<file path="config.mk">
export PLATFORM = sky130hd
export DESIGN_NAME = unified_mem_arbiter
export DESIGN_NICKNAME = d
export VERILOG_FILES = /design/src/rtl/unified_mem_arbiter.sv
export SDC_FILE = /design/constraint.sdc
export NUM_CORES = 1
export LEC_CHECK = 0
export CORE_MARGIN = 2
export CORE_UTILIZATION = 40
export CTS_CLUSTER_SIZE = 8
export DETAILED_ROUTE_END_ITERATION = 10
export PLACE_DENSITY = 0.79
export SLEW_MARGIN = 20
export SYNTH_ARGS = -nofsm -noshare
export SYNTH_HDL_FRONTEND = slang
export SYNTH_SLANG_ARGS = --single-unit
</file>
<file path="constraint.sdc">
create_clock -name clk -period 4.15 [get_ports clk]
set_input_delay 0.6225 -clock clk [delete_from_list [all_inputs] [get_ports clk]]
set_output_delay 0.6225 -clock clk [all_outputs]
set_load 0.01 [all_outputs]
</file>
<file path="src/rtl/unified_mem_arbiter.sv">
// Single-ported memory arbiter shared by instruction fetch and data access.
// It runs one transaction at a time, and data accesses take priority over fetches.
module unified_mem_arbiter #(
  parameter int ADDR_W = 32,
  parameter int DATA_W = 32
) (
  input  logic              clk,
  input  logic              rst_n,
  input  logic              i_req,
  input  logic [ADDR_W-1:0] i_addr,
  input  logic              i_kill,
  output logic              i_done,
  output logic [DATA_W-1:0] i_rdata,
  output logic              i_stall,
  input  logic              d_req,
  input  logic              d_we,
  input  logic [ADDR_W-1:0] d_addr,
  input  logic [DATA_W-1:0] d_wdata,
  output logic              d_done,
  output logic [DATA_W-1:0] d_rdata,
  output logic              d_stall,
  output logic              mem_req,
  output logic              mem_we,
  output logic [ADDR_W-1:0] mem_addr,
  output logic [DATA_W-1:0] mem_wdata,
  input  logic              mem_ready,
  input  logic [DATA_W-1:0] mem_rdata
);

  typedef enum logic [1:0] {IDLE, BUSY_I, BUSY_D} state_t;

  state_t state;
  logic   kill_flag;
  logic   d_elig;
  logic   i_elig;

  // A port whose done pulse is showing this cycle is not eligible again until the next cycle.
  assign d_elig  = d_req & ~d_done;
  assign i_elig  = i_req & ~i_done & ~i_kill;

  assign i_stall = i_req & ~i_done;
  assign d_stall = d_req & ~d_done;

  always_ff @(posedge clk or negedge rst_n) begin
    if (!rst_n) begin
      state     <= IDLE;
      kill_flag <= 1'b0;
      mem_req   <= 1'b0;
      mem_we    <= 1'b0;
      mem_addr  <= '0;
      mem_wdata <= '0;
      i_done    <= 1'b0;
      d_done    <= 1'b0;
      i_rdata   <= '0;
      d_rdata   <= '0;
    end else begin
      i_done <= 1'b0;
      d_done <= 1'b0;
      unique case (state)
        IDLE: begin
          if (d_elig) begin
            state     <= BUSY_D;
            mem_req   <= 1'b1;
            mem_we    <= d_we;
            mem_addr  <= d_addr;
            mem_wdata <= d_wdata;
          end else if (i_elig) begin
            state    <= BUSY_I;
            mem_req  <= 1'b1;
            mem_we   <= 1'b0;
            mem_addr <= i_addr;
          end
        end
        BUSY_I: begin
          // A redirect that arrives on the completion cycle also makes the returned word stale.
          if (mem_ready) begin
            state     <= IDLE;
            mem_req   <= 1'b0;
            kill_flag <= 1'b0;
            if (!(kill_flag || i_kill)) begin
              i_done  <= 1'b1;
              i_rdata <= mem_rdata;
            end
          end else if (i_kill) begin
            kill_flag <= 1'b1;
          end
        end
        BUSY_D: begin
          if (mem_ready) begin
            state   <= IDLE;
            mem_req <= 1'b0;
            d_done  <= 1'b1;
            if (!mem_we) d_rdata <= mem_rdata;
          end
        end
        default: state <= IDLE;
      endcase
    end
  end

endmodule

</file>
==> qor.txt, run 1 <==
status -> finished clean
wire length of the first global-routing pass -> 21800 µm
DR vias -> 3897
FFs w/ async S/R, synth -> 100%
PwrDens -> 760 nW/µm²
Setup Skew -> 0.00653 ns
io pins -> 269
Clock Tree Root -> clkbuf_16
count of final setup violators -> 0
Area contributors post-synth -> dfrtp_1, mux2_2, buf_2, ha_1, buf_6
input/output buffers -> 268
H-tree levels -> 4
row cnt -> 42
min-delay worst type -> primary input to asynchronous set/reset pin
Placer Congestion -> 0.716
critical path's slowest cell -> a21boi_4
post_cts resized -> 0
final net count -> 757
cell area after placement -> 8350 µm²
Starting Density -> 41.2%
largest area contributor in the netlist -> dfrtp_1
Final Hold Vio Count -> 0
RSZ-0062 raised after global routing -> false
CP Data Arrival Time -> 2.83 ns
Core Box Area -> 13300 µm²
vias in the first global route -> 4334
setup slack after layout -> 1.60 ns
pre-CTS setup slack -> 1.17 ns
CP endpoint kind -> flip-flop
die area -> 14700 µm²
Startpoint Class -> primary input
Worst Reg2Reg Path Length in Cells -> 4
cell with the most instances after synthesis -> mux2_2
CTS tree -> built
delay of the slowest critical-path stage -> 0.84 ns
fmax -> 392 MHz
CTS sink cnt -> 135
Via density -> 4.83
Finished Cell Area -> 9000 µm²
DR pass1 iterations -> 4
critical path depth in cells -> 4
clk_lat worst skew -> 0.41 ns
Detailed Place HPWL -> 10400 µm
Post-synth EDFFs -> 0
CP Max Fanout -> 34
Avg Inst Size Synth -> 16.1 µm²
Max Transition Viols Final -> 0
critical path type -> primary input to flip-flop
synth cell count leaders -> mux2_2, dfrtp_1, buf_2, ha_1, inv_1
Tmin final -> 2.55 ns
worst-path cell chain -> clkdlybuf4s50_1, or3b_4, a21boi_4, mux2_2
TritonCTS buffer count -> 17
Avg WL per Cell -> 17.5 µm
synthesis-to-finish area growth -> 63.7%
layout cells sized above 1 -> 32.2%
Mapped Cells -> 342
WP buf/inv -> 1
synthesized area -> 5500 µm²
initial antenna violation count -> 0
Seq/Total Area, Yosys -> 61.5%
warnings from Yosys -> 0
pin count of the biggest net entering global routing -> 108
post-synth top area share -> 61.5%
Hold Buf Count CTS -> 0
relative slew slack -> 28.3%
ANT nets after route -> 0
# diodes -> 0
Clock Pin Slew Worst Setup and Hold Paths -> 0.05 ns
Die Y -> 121 µm
fin crit share -> 61.4%
FF+latch count, synth -> 135
Post-synth top flop -> dfrtp_1
Die Wd -> 121 µm
P_leak -> 3.76 nW
initial drt markers -> 133
Worst Max-Slew Pin Slew -> 1.07 ns
Synth Net Count -> 481
setup repair bufs after CTS -> 0
DRC viols -> 0
GR Overflow Total -> 0
GRT Total Usage -> 19.5%
clock buffer depth -> 2
max-cap viol count -> 0
Max VDD drop -> 0.454 mV
DRT Wirelength -> 14100 µm
setup tns final -> 0 ns
crit-path leading delay family -> compound AO/OA/AOI/OAI gates
Crit path required time -> 4.43 ns
library cells used by synthesis -> 23
## cells by family after synthesis
logic type	after synthesis	synth area share (%)
AO/OA/AOI/OAI	9	1.28
adder cells (fa/ha/maj)	4	0.911
buffers and inverters	21	2.14
flip-flops	135	61.5
multiplexers	160	32.8
AND/OR/NAND/NOR	13	1.41
## per-layer routing
layer,up-vias,routed length [µm],global-route usage (%)
met2,192,7020,34.0
met3,29,1510,8.32
met5,-,0,0
met1,1893,5180,20.2
met4,0,381,9.20
li1,1783,-,-
## cells in the final DEF, fill, tap and decap left out, types with 2 or more instances in the layout
cell             netlist  final
dfrtp_1              135    135
inv_1                  4      4
a21oi_1                2      2
buf_4                  0      5
bufinv_16              0      4
nand2_1                3      3
nor2b_1                2      2
o21ai_0                2      2
ha_1                   4      4
clkinv_2               0      3
mux2_2               160    160
nand3_1                2      2
clkinv_4               0      2
clkdlybuf4s50_1        0    267
clkbuf_8               0      4
clkbuf_16              0     17
## power by group
part | internal, mW | switching, mW | total (mW)
clock | 1.07 | 0.544 | 1.61
sequential | 1.97 | 0.333 | 2.30
combinational | 1.85 | 1.07 | 2.92
total | 4.89 | 1.95 | 6.84
## metrics by stage
| step | instances | util, % | hold slack (ns) | total power [mW] |
|---|---|---|---|---|
| final | 807 | 67.4 | 0.338 | 6.84 |
| after global routing | 807 | 67.4 | 0.418 | 7.20 |
| after CTS | 807 | 67.4 | 0.371 | 6.93 |
| after detailed placement | 775 | 62.5 | 0.492 | 5.27 |
| after global placement | 775 | 62.5 | 0.485 | 5.17 |
| after floorplan | 342 | - | 0.327 | 3.58 |
## final timing paths
| check | from | endpoint | slack [ns] |
|---|---|---|---|
| max in group asynchronous | rst_n | i_rdata[14] | 2.83 |
| min | rst_n | d_rdata[25] | 0.34 |
| max reg2reg | state[0] | mem_addr[11] | 1.89 |
| max | i_kill | mem_addr[11] | 1.60 |
| min reg2reg | mem_wdata[11] | mem_wdata[11] | 0.50 |
| min in group clk | mem_wdata[11] | mem_wdata[11] | 0.50 |
## flip-flops by register name, indices dropped and copies added (netlist names)
name and count:
i_rdata 32, state 2, mem_addr 32, kill_flag 1, d_rdata 32, mem_wdata 32, i_done 1, mem_we 1
d_done 1, mem_req 1
## layout make-up
cell class,count,area (µm²)
Clock inverter,11,169
Tap cell,176,220
Sequential cell,135,3380
Fill cell,970,4350
Multi-Input combinational cell,186,2010
Clock buffer,21,480
Inverter,5,18.8
Timing Repair Buffer,273,2720
(Power assumes the default switching activity.)
==> inputs of run 2 (changes only) <==
--- a/config.mk
+++ b/config.mk
@@ -6,10 +6,10 @@
 export NUM_CORES = 1
 export LEC_CHECK = 0
 export CORE_MARGIN = 2
-export CORE_UTILIZATION = 40
+export CORE_UTILIZATION = 37
 export CTS_CLUSTER_SIZE = 8
 export DETAILED_ROUTE_END_ITERATION = 10
-export PLACE_DENSITY = 0.79
+export PLACE_DENSITY = 0.77
 export SLEW_MARGIN = 20
 export SYNTH_ARGS = -nofsm -noshare
 export SYNTH_HDL_FRONTEND = slang
==> constraint.sdc (replaced) <==
create_clock -name clk -period 2.3 [get_ports clk]
set_input_delay 0.345 -clock clk [delete_from_list [all_inputs] [get_ports clk]]
set_output_delay 0.345 -clock clk [all_outputs]
set_load 0.01 [all_outputs]
==> qor.txt, run 2 (synthesis results as in run 1) <==
status -> finished clean
synthesis-to-finish area growth -> 64.9%
Worst Max-Slew Pin Slew -> 0.477 ns
Clock Pin Slew Worst Setup and Hold Paths -> 0.06 ns
Crit path required time -> 1.96 ns
min-delay worst type -> primary input to asynchronous set/reset pin
Die Y -> 126 µm
final core occ -> 62.4%
Final Hold Vio Count -> 0
Worst Reg2Reg Path Length in Cells -> 4
DRC viols -> 0
Core Box Area -> 14500 µm²
row cnt -> 44
layout cells sized above 1 -> 32.4%
Tmin final -> 2.10 ns
Max VDD drop -> 0.847 mV
pin count of the biggest net entering global routing -> 64
DP Cell Count -> 788
pre-CTS setup slack -> 0.147 ns
count of final setup violators -> 0
vias in the first global route -> 4383
relative slew slack -> 68.2%
Clock Tree Root -> clkbuf_16
hold slack -> 0.461 ns
Detailed Place HPWL -> 10500 µm
critical path type -> flip-flop to output pin
DR pass1 iterations -> 4
input/output buffers -> 268
Via density -> 4.78
max-cap viol count -> 0
Avg WL per Cell -> 17.2 µm
Hold Buf Count CTS -> 1
CP Max Fanout -> 6
DRT Wirelength -> 14100 µm
Final Power -> 12.1 mW
# diodes -> 0
commonest non-fill, non-tap cell in the layout -> clkdlybuf4s50_1
H-tree levels -> 4
CP endpoint kind -> output pin
fin crit share -> 91.5%
RSZ-0062 raised after global routing -> false
initial drt markers -> 121
CTS tree -> built
TritonCTS buffer count -> 17
initial antenna violation count -> 0
GR Overflow Total -> 0
Setup Skew -> 0.00732 ns
most frequent cells in the layout -> clkdlybuf4s50_1, mux2_2, dfrtp_1
CP Data Arrival Time -> 1.76 ns
io pins -> 269
Die Wd -> 126 µm
P_leak -> 3.77 nW
fmax -> 475 MHz
clock buffer depth -> 2
die area -> 15800 µm²
DR vias -> 3921
setup repair bufs after CTS -> 0
cell area after placement -> 8470 µm²
CTS sink cnt -> 135
clk_lat worst skew -> 0.41 ns
PwrDens -> 1340 nW/µm²
final net count -> 763
Startpoint Class -> flip-flop
setup slack after layout -> 0.195 ns
ANT nets after route -> 0
Max Transition Viols Final -> 0
wire length of the first global-routing pass -> 22600 µm
final non-filler cell total -> 820
Finished Cell Area -> 9060 µm²
Placer Congestion -> 0.736
Starting Density -> 37.8%
post_cts resized -> 0
GRT Total Usage -> 18.2%
setup tns final -> 0 ns
==> run 2: cell types whose count changed in the layout (fill, tap and decap cells not counted), sizes merged <==
cell | previous run | this run
inv | 6 | 5
dlygate4sd3 | 0 | 1
clkinvlp | 1 | 4
bufinv | 4 | 2
clkbuf | 21 | 20
buf | 6 | 11
==> run 2: area by class of cell <==
class	instances	area, µm²
clock buffers	20	457
clock inverters	11	126
fillers	1105	5470
inverters	5	18.8
multi-input cells	186	2010
flip-flops and latches	135	3380
well taps	184	230
repair buffers	279	2840
==> run 2: path summary, 6_finish.rpt <==
kind | startpoint | endpoint | slack, ns
max | d_done | d_stall | 0.20
min | rst_n | mem_wdata[13] | 0.46
max reg2reg | i_done | mem_addr[27] | 0.55
min reg2reg | mem_addr[7] | mem_addr[7] | 0.50
max in group asynchronous | rst_n | d_rdata[2] | 1.12
min in group clk | mem_addr[7] | mem_addr[7] | 0.50
==> run 2: routing by layer <==
| layer | part of all wire, % | up-vias | track usage, % |
|---|---|---|---|
| met5 | 0 | - | 0 |
| met4 | 2.1 | 0 | 7.05 |
| met3 | 9.4 | 23 | 7.52 |
| met2 | 51 | 178 | 31.4 |
| met1 | 38 | 1936 | 20.1 |
| li1 | - | 1784 | - |
==> run 2: where the power goes <==
part	internal (mW)	total [mW]	switching (mW)	leakage, nW
logic	3.42	5.36	1.94	1.88
registers	3.56	4.16	0.603	1.62
clock network	1.65	2.62	0.977	0.274
==> run 2: critical path, stage by stage (launching register included) <==
cell and delay, ns:
dfrtp_1 0.38, nand2b_2 0.28, inv_2 0.13, clkdlybuf4s50_1 0.57
==> inputs of run 3 (changes only) <==
--- a/config.mk
+++ b/config.mk
@@ -5,11 +5,13 @@
 export SDC_FILE = /design/constraint.sdc
 export NUM_CORES = 1
 export LEC_CHECK = 0
+export ABC_CLOCK_PERIOD_IN_PS = 2300
 export CORE_MARGIN = 2
 export CORE_UTILIZATION = 37
 export CTS_CLUSTER_SIZE = 8
 export DETAILED_ROUTE_END_ITERATION = 10
 export PLACE_DENSITY = 0.77
+export SKIP_LAST_GASP = 1
 export SLEW_MARGIN = 20
 export SYNTH_ARGS = -nofsm -noshare
 export SYNTH_HDL_FRONTEND = slang
==> results of run 3 <==
Same layout as run 2: the final DEF is identical, and so are final timing and power.
